===== config.mk =====
export PLATFORM = sky130hd
export DESIGN_NAME = ks0108_ram
export DESIGN_NICKNAME = d
export VERILOG_FILES = /design/src/rtl/ks0108_pkg.sv /design/src/rtl/ks0108_ram.sv
export SDC_FILE = /design/constraint.sdc
export NUM_CORES = 2
export LEC_CHECK = 0
export ABC_AREA = 0
export CAP_MARGIN = 20
export CORE_AREA = 2 2 533 535
export CTS_CLUSTER_DIAMETER = 150
export DETAILED_ROUTE_END_ITERATION = 12
export DIE_AREA = 0 0 535 537
export PLACE_DENSITY = 0.75
export SLEW_MARGIN = 15
export SYNTH_ARGS = -nofsm -noshare
export SYNTH_HDL_FRONTEND = slang
export SYNTH_SLANG_ARGS = --single-unit

===== constraint.sdc =====
create_clock -name clk -period 1.7 [get_ports clk]
set_input_delay 0.51 -clock clk [delete_from_list [all_inputs] [get_ports clk]]
set_output_delay 0.51 -clock clk [all_outputs]
set_load 0.02 [all_outputs]

===== src/rtl/ks0108_pkg.sv =====
// Shared constants, opcode encodings and the instruction decoder for the
// KS0108-style panel responder model.
package ks0108_pkg;

  localparam int PAGES  = 8;
  localparam int COLS   = 64;
  localparam int PAGE_W = $clog2(PAGES);
  localparam int COL_W  = $clog2(COLS);
  localparam int ADDR_W = PAGE_W + COL_W;
  localparam int LINE_W = 6;

  // Opcode masks/values. Display on/off is 0011_111d, so bit 0 is the operand.
  localparam logic [7:0] DISP_ONOFF_MASK = 8'b1111_1110;
  localparam logic [7:0] DISP_ONOFF_VAL  = 8'b0011_1110;
  localparam logic [1:0] SET_Y           = 2'b01;
  localparam logic [4:0] SET_PAGE        = 5'b10111;
  localparam logic [1:0] START_LINE      = 2'b11;

  typedef enum logic [2:0] {
    OP_DISP,
    OP_SET_Y,
    OP_SET_PAGE,
    OP_START_LINE,
    OP_BAD
  } op_e;

  // Classify an instruction byte; the encodings are mutually exclusive.
  function automatic op_e decode_op(input logic [7:0] code);
    op_e op;
    op = OP_BAD;
    if ((code & DISP_ONOFF_MASK) == DISP_ONOFF_VAL) op = OP_DISP;
    else if (code[7:6] == SET_Y)                    op = OP_SET_Y;
    else if (code[7:3] == SET_PAGE)                 op = OP_SET_PAGE;
    else if (code[7:6] == START_LINE)               op = OP_START_LINE;
    return op;
  endfunction

endpackage


===== src/rtl/ks0108_ram.sv =====
// 512x8 display RAM: one synchronous write port, one registered read port
// with read-before-write behaviour on same-address collisions.
module ks0108_ram
  import ks0108_pkg::*;
(
  input  logic              clk,
  input  logic              rst_n,
  input  logic              we,
  input  logic [PAGE_W-1:0] wr_page,
  input  logic [COL_W-1:0]  wr_col,
  input  logic [7:0]        wr_data,
  input  logic [PAGE_W-1:0] rd_page,
  input  logic [COL_W-1:0]  rd_col,
  output logic [7:0]        rd_data
);

  logic [7:0] mem [PAGES*COLS];
  logic [7:0] rd_data_d;
  logic [7:0] rd_data_q;

  // Combinational lookup of the pre-edge contents (gives read-before-write).
  always_comb begin
    rd_data_d = mem[{rd_page, rd_col}];
  end

  // Write port.
  // NOTE: the memory array has no reset so it maps onto block RAM; only the
  // output register below is reset.
  always_ff @(posedge clk) begin
    if (we) mem[{wr_page, wr_col}] <= wr_data;
  end

  // Registered read data, cleared by the system reset only.
  always_ff @(posedge clk or negedge rst_n) begin
    if (!rst_n) rd_data_q <= '0;
    else        rd_data_q <= rd_data_d;
  end

  assign rd_data = rd_data_q;

endmodule


; After elaboration in Yosys (flattened, before gate mapping)
; Memories as Yosys holds them, arrays and structs flattened. A register that Yosys moved wholly into a read port is not among the register bits.
; Cells that the tools add are included.
[word_totals]
word_cells = 4
input_bits = 29
memories = 1
register_bits = 0
output_inout_bits = 8
ramBits = 4096
[mem_list]
columns = name, words, word_bits, read_ports, rd_ports_with_merged_regs, write_ports, line_no
row1 = mem, 512, 8, 1, 1, 1, ks0108_ram.sv:17  ; logic [7:0] mem [PAGES*COLS];
[classes]
n_mux = 2
n_reduce_logical = 1
[ops]
columns = cell, n
row1 = two-way mux 1 bit, 2
row2 = logical NOT 1 bit, 1

; Logic depth before layout (Yosys ltp)
[logic_depth]
word_depth = 2
ltp_mapped = 12
depth_no_buf = 7

; Worst setup path before layout
; OpenSTA, ideal clock, no wires.
[synth_timing]
path_kind = input to register
from = input rd_col[0]
to = register rd_data_q[0], in the netlist rd_data[0], read port of mem
t_required_ns = 1.578
setup_time_ns = 0.122
path_buffers = 4
cell_stages = 10
path_slack_ns = -0.782
t_arrival_ns = 2.360
path_cell_list = buf_4 -> buf_12 -> buf_4 -> buf_2 -> mux4_2 -> o22ai_1 -> o21ai_0 -> nand4_1 -> nand2_1 -> o2111a_1
[synth_rtl]
columns = item, line_no
row1 = start: declaration, ks0108_ram.sv:13  ; input logic [COL_W-1:0] rd_col,
row2 = end: declaration, ks0108_ram.sv:19  ; logic [7:0] rd_data_q;

==> impl_metrics.xml <==
<?xml version="1.0" encoding="UTF-8"?>
<metrics>
  <group name="outcome">
    <metric name="outcome" unit="">complete, but fails checks</metric>
    <metric name="violations" unit="">setup timing</metric>
  </group>
  <group name="timing">
    <metric name="setup_violations" unit="">81</metric>
    <metric name="fin_skew" unit="ns">0.04532</metric>
    <metric name="final.setup.worst_slack" unit="ns">-0.9649</metric>
    <metric name="report.final.slew_viol_count" unit="">0</metric>
    <metric name="max-slew-margin-rel" unit="%">54.67</metric>
    <metric name="fin_crit_sh" unit="%">156.8</metric>
    <metric name="post-route-min-period" unit="ns">2.665</metric>
    <metric name="setup_repair_after_global_routing_missed_its_margin" unit="">yes</metric>
    <metric name="max_slew.worst_pin.slew" unit="ns">0.6799</metric>
    <metric name="final-hold-violation-count" unit="">0</metric>
    <metric name="fin_worst_hold_slack" unit="ns">0.1045</metric>
    <metric name="fmaxAchievable" unit="MHz">375.2</metric>
  </group>
  <group name="power">
    <metric name="p_leak" unit="nW">64.50</metric>
    <metric name="vdd_ir_drop_max" unit="mV">0.9947</metric>
    <metric name="power.density" unit="nW/um2">1092</metric>
  </group>
  <group name="layout">
    <metric name="drive_above_1_share" unit="%">33.95</metric>
    <metric name="area.growth.synth_to_final" unit="%">21.83</metric>
    <metric name="finish.instance_area" unit="um2">194900</metric>
    <metric name="mostFrequentLayoutCells" unit="">edfxtp_1 (4096), buf_4 (1145), mux2i_1 (781), mux4_2 (654), clkbuf_16 (413)</metric>
    <metric name="layout.cells.most_common" unit="">edfxtp_1</metric>
    <metric name="layout.nets" unit="">9505</metric>
    <metric name="n_fill_cell" unit="">16300</metric>
  </group>
  <group name="setup_path">
    <metric name="critical_register_to_register_path_endpoint" unit="">rd_data[3]</metric>
    <metric name="arrival" unit="ns">3.50</metric>
    <metric name="worstReg2RegStart" unit="">mem[419][3]</metric>
    <metric name="cp-end-kind" unit="">register</metric>
    <metric name="crit_type" unit="">in2reg</metric>
    <metric name="r2r_slack" unit="ns">-0.75</metric>
    <metric name="ff2ff_path_depth" unit="">7</metric>
    <metric name="required" unit="ns">2.54</metric>
    <metric name="crit_path_start_kind" unit="">input pin</metric>
    <metric name="critPathMaxFanout" unit="">16</metric>
  </group>
  <group name="hold_path">
    <metric name="min_to" unit="">mem[478][0]</metric>
    <metric name="whs_path_depth" unit="">2</metric>
    <metric name="timing.hold.worst.class" unit="">in2reg</metric>
    <metric name="hold_sp" unit="">wr_data[0]</metric>
  </group>
  <group name="logic_synthesis">
    <metric name="simple_gate_share_of_the_synthesized_area" unit="%">2.631</metric>
    <metric name="synth-seq-cells" unit="">4104</metric>
    <metric name="synth_compound_gate_area_share" unit="%">4.312</metric>
    <metric name="post-synth-top-area-cell" unit="">edfxtp_1</metric>
    <metric name="postSynthAreaPerCell" unit="um2">19.92</metric>
    <metric name="synth_enable_flop_cells" unit="">4096</metric>
    <metric name="synthXorXnorAreaFrac" unit="%">0</metric>
    <metric name="post_synth_inst_count" unit="">8030</metric>
    <metric name="synth_top_area_share" unit="%">76.89</metric>
    <metric name="syn-num-nets" unit="">8059</metric>
    <metric name="muxShareOfSynthArea" unit="%">14.20</metric>
    <metric name="synthDistinctLibCells" unit="">51</metric>
    <metric name="yosysSeqAreaShare" unit="%">77.02</metric>
    <metric name="largest_family_of_logic_cells_by_synthesized_area" unit="">multiplexers</metric>
    <metric name="synthAdderAreaFrac" unit="%">0</metric>
    <metric name="asyncSetResetFlopFracSynth" unit="%">0.1949</metric>
    <metric name="postSynth.topFlopCell" unit="">edfxtp_1</metric>
    <metric name="synth-warning-count" unit="">0</metric>
    <metric name="synth.cell_area" unit="um2">160000</metric>
    <metric name="synth_area_leaders" unit="">edfxtp_1 (77%), mux4_2 (9.2%), mux2i_1 (5.0%)</metric>
  </group>
  <group name="placed_design">
    <metric name="setup_slack_at_placement" unit="ns">-2.273</metric>
    <metric name="count_of_buffers_from_port_buffering" unit="">36</metric>
    <metric name="gp_congestion" unit="">0.9712</metric>
    <metric name="placement.cell_area" unit="um2">178500</metric>
    <metric name="dp.final_hpwl" unit="mm">284.1</metric>
  </group>
  <group name="floorplanning">
    <metric name="placeableCoreArea" unit="um2">281300</metric>
    <metric name="pin_count" unit="">37</metric>
    <metric name="die_x" unit="um">535</metric>
    <metric name="fp.dieH" unit="um">537</metric>
    <metric name="start_util" unit="%">56.86</metric>
    <metric name="num_rows" unit="">195</metric>
    <metric name="die_area" unit="um2">287300</metric>
  </group>
  <group name="clock_network">
    <metric name="clock_tree.htree_level_count" unit="">5</metric>
    <metric name="root_buf_cell" unit="">clkbuf_16</metric>
    <metric name="cts.sink_count" unit="">4104</metric>
    <metric name="clk_path_buf_depth" unit="">4</metric>
    <metric name="clkSlewWorstSetupHoldPaths" unit="ns">0.06</metric>
    <metric name="clk-insertion-delay-late" unit="ns">0.94</metric>
    <metric name="cts_tree" unit="">yes</metric>
    <metric name="numCtsBuffers" unit="">399</metric>
  </group>
  <group name="grt">
    <metric name="vias_in_the_first_global_route" unit="">89770</metric>
    <metric name="grt_first_pass_wirelength" unit="mm">629.1</metric>
    <metric name="globalRouteTotalUtil" unit="%">30.40</metric>
    <metric name="grt_ovf" unit="">0</metric>
    <metric name="grt_antenna_before_repair" unit="">12</metric>
    <metric name="grt_max_degree" unit="">77</metric>
  </group>
  <group name="routing">
    <metric name="routed-via-count" unit="">89900</metric>
    <metric name="drt_first_pass_iters" unit="">6</metric>
    <metric name="post-route-drc-count" unit="">0</metric>
    <metric name="drt_iter0_markers" unit="">13460</metric>
    <metric name="detail_route.wl_per_cell" unit="um">32.77</metric>
    <metric name="wl" unit="mm">444.0</metric>
    <metric name="vias_per_cell" unit="">6.634</metric>
    <metric name="drt.antenna.violating_nets" unit="">0</metric>
  </group>
  <group name="job">
    <metric name="cap_violations" unit="">0</metric>
  </group>
</metrics>
## worst max path at each step
stage	startpoint	end	slack (ns)	cells past startpoint
6_report	rd_col[1]	rd_data[0]	-0.96	13
5_1_grt	rd_col[0]	rd_data[5]	-0.82	12
4_1_cts	mem[163][2]	rd_data[2]	-0.65	10
3_5_place_dp	rd_col[0]	rd_data[3]	-2.27	13
3_3_place_gp	rd_col[0]	rd_data[3]	-2.36	13
2_1_floorplan	rd_col[0]	rd_data[5]	-0.65	12
## critical path: stages
cell and delay (ns):
buf_12 0.13, or2_4 0.30, buf_12 0.18, buf_16 0.16, buf_16 0.18, clkbuf_16 0.20, o221ai_1 0.34, a21oi_1 0.19
o21ai_1 0.26, nand4_1 0.36, nand2_1 0.20, buf_4 0.21, o2111a_1 0.20
## cell type report
| type | instances | area (um2) | share of cell area (%) |
|---|---|---|---|
| clock buffers | 467 | 10280 | 5.276 |
| well taps | 3743 | 4683 | 2.403 |
| flip-flops and latches | 4104 | 123200 | 63.22 |
| clock inverters | 258 | 2505 | 1.285 |
| diodes | 7 | 17.52 | 0.008988 |
| inverters | 3 | 18.77 | 0.009630 |
| multi-input cells | 3410 | 37740 | 19.37 |
| repair buffers | 1558 | 16430 | 8.432 |
## kinds of logic after synthesis
group | Yosys count
compound gates | 979
buf+inv | 516
simple gates | 980
flops | 4104
mux | 1451
## layer usage
layer  routed length (um)  vias up  GRT usage, %
li1                     -    36410             -
met1               160700    46250         42.23
met2               210300     6244         47.73
met3                54140      988         6.831
met4                18850        0         11.34
met5                    0        -             0
## cells in the mapped netlist (2+ instances only)
cell type	instances
and2_1	20
buf_8	13
o22ai_1	163
nand4_1	32
mux4_2	654
nand3_1	36
a22oi_1	61
a211o_1	2
nor3_1	109
buf_4	71
inv_1	2
edfxtp_1	4096
and3b_1	4
buf_2	57
o221ai_1	371
nand2b_1	4
nor2b_1	6
nor4_1	36
o2111a_1	8
o311ai_0	5
clkbuf_1	258
buf_12	3
a2111oi_0	3
dfrtp_1	8
a21oi_1	194
and3_1	4
nor2_1	597
mux2i_1	797
o31ai_1	13
buf_6	64
or2_2	4
a211oi_1	17
o22a_1	3
buf_1	47
nor3b_1	8
a22o_1	5
nand2_1	111
o21ai_0	118
or3_1	6
o211ai_1	2
a31oi_1	2
o41ai_1	7
## what timing repair did
action / CTS / global route
cloned: 9 / 12
buffers inserted: 17 / 30
setup endpoints to repair: 16 / 746
hold buffers: 8 / 0
hold endpoints to repair: 55 / 0
resized for setup: 323 / 224
pin swaps: 56 / 89
## stage by stage
step	setup TNS [ns]	utilization (%)	total power [mW]	std cells
after floorplan	-636.20	-	119.2	8030
after global placement	-3214.33	63.46	125.8	12750
after detailed placement	-3361.67	63.46	126.1	12750
after CTS	-8.631	68.67	212.3	13500
after global routing	-10.17	69.27	217.2	13550
final	-10.67	69.28	212.7	13550
## where the power goes
group	internal [mW]	leakage [nW]	total, mW	switching (mW)
sequential	111	36.9	112	0.137
combinational	5.50	21.4	13.7	8.21
clock	49.6	6.23	87.5	37.9
total	166	64.5	213	46.2
## state kept, by name, indices dropped and copies added (netlist names)
signal   flops
mem       4096
rd_data      8
(Power assumes the default switching activity.)
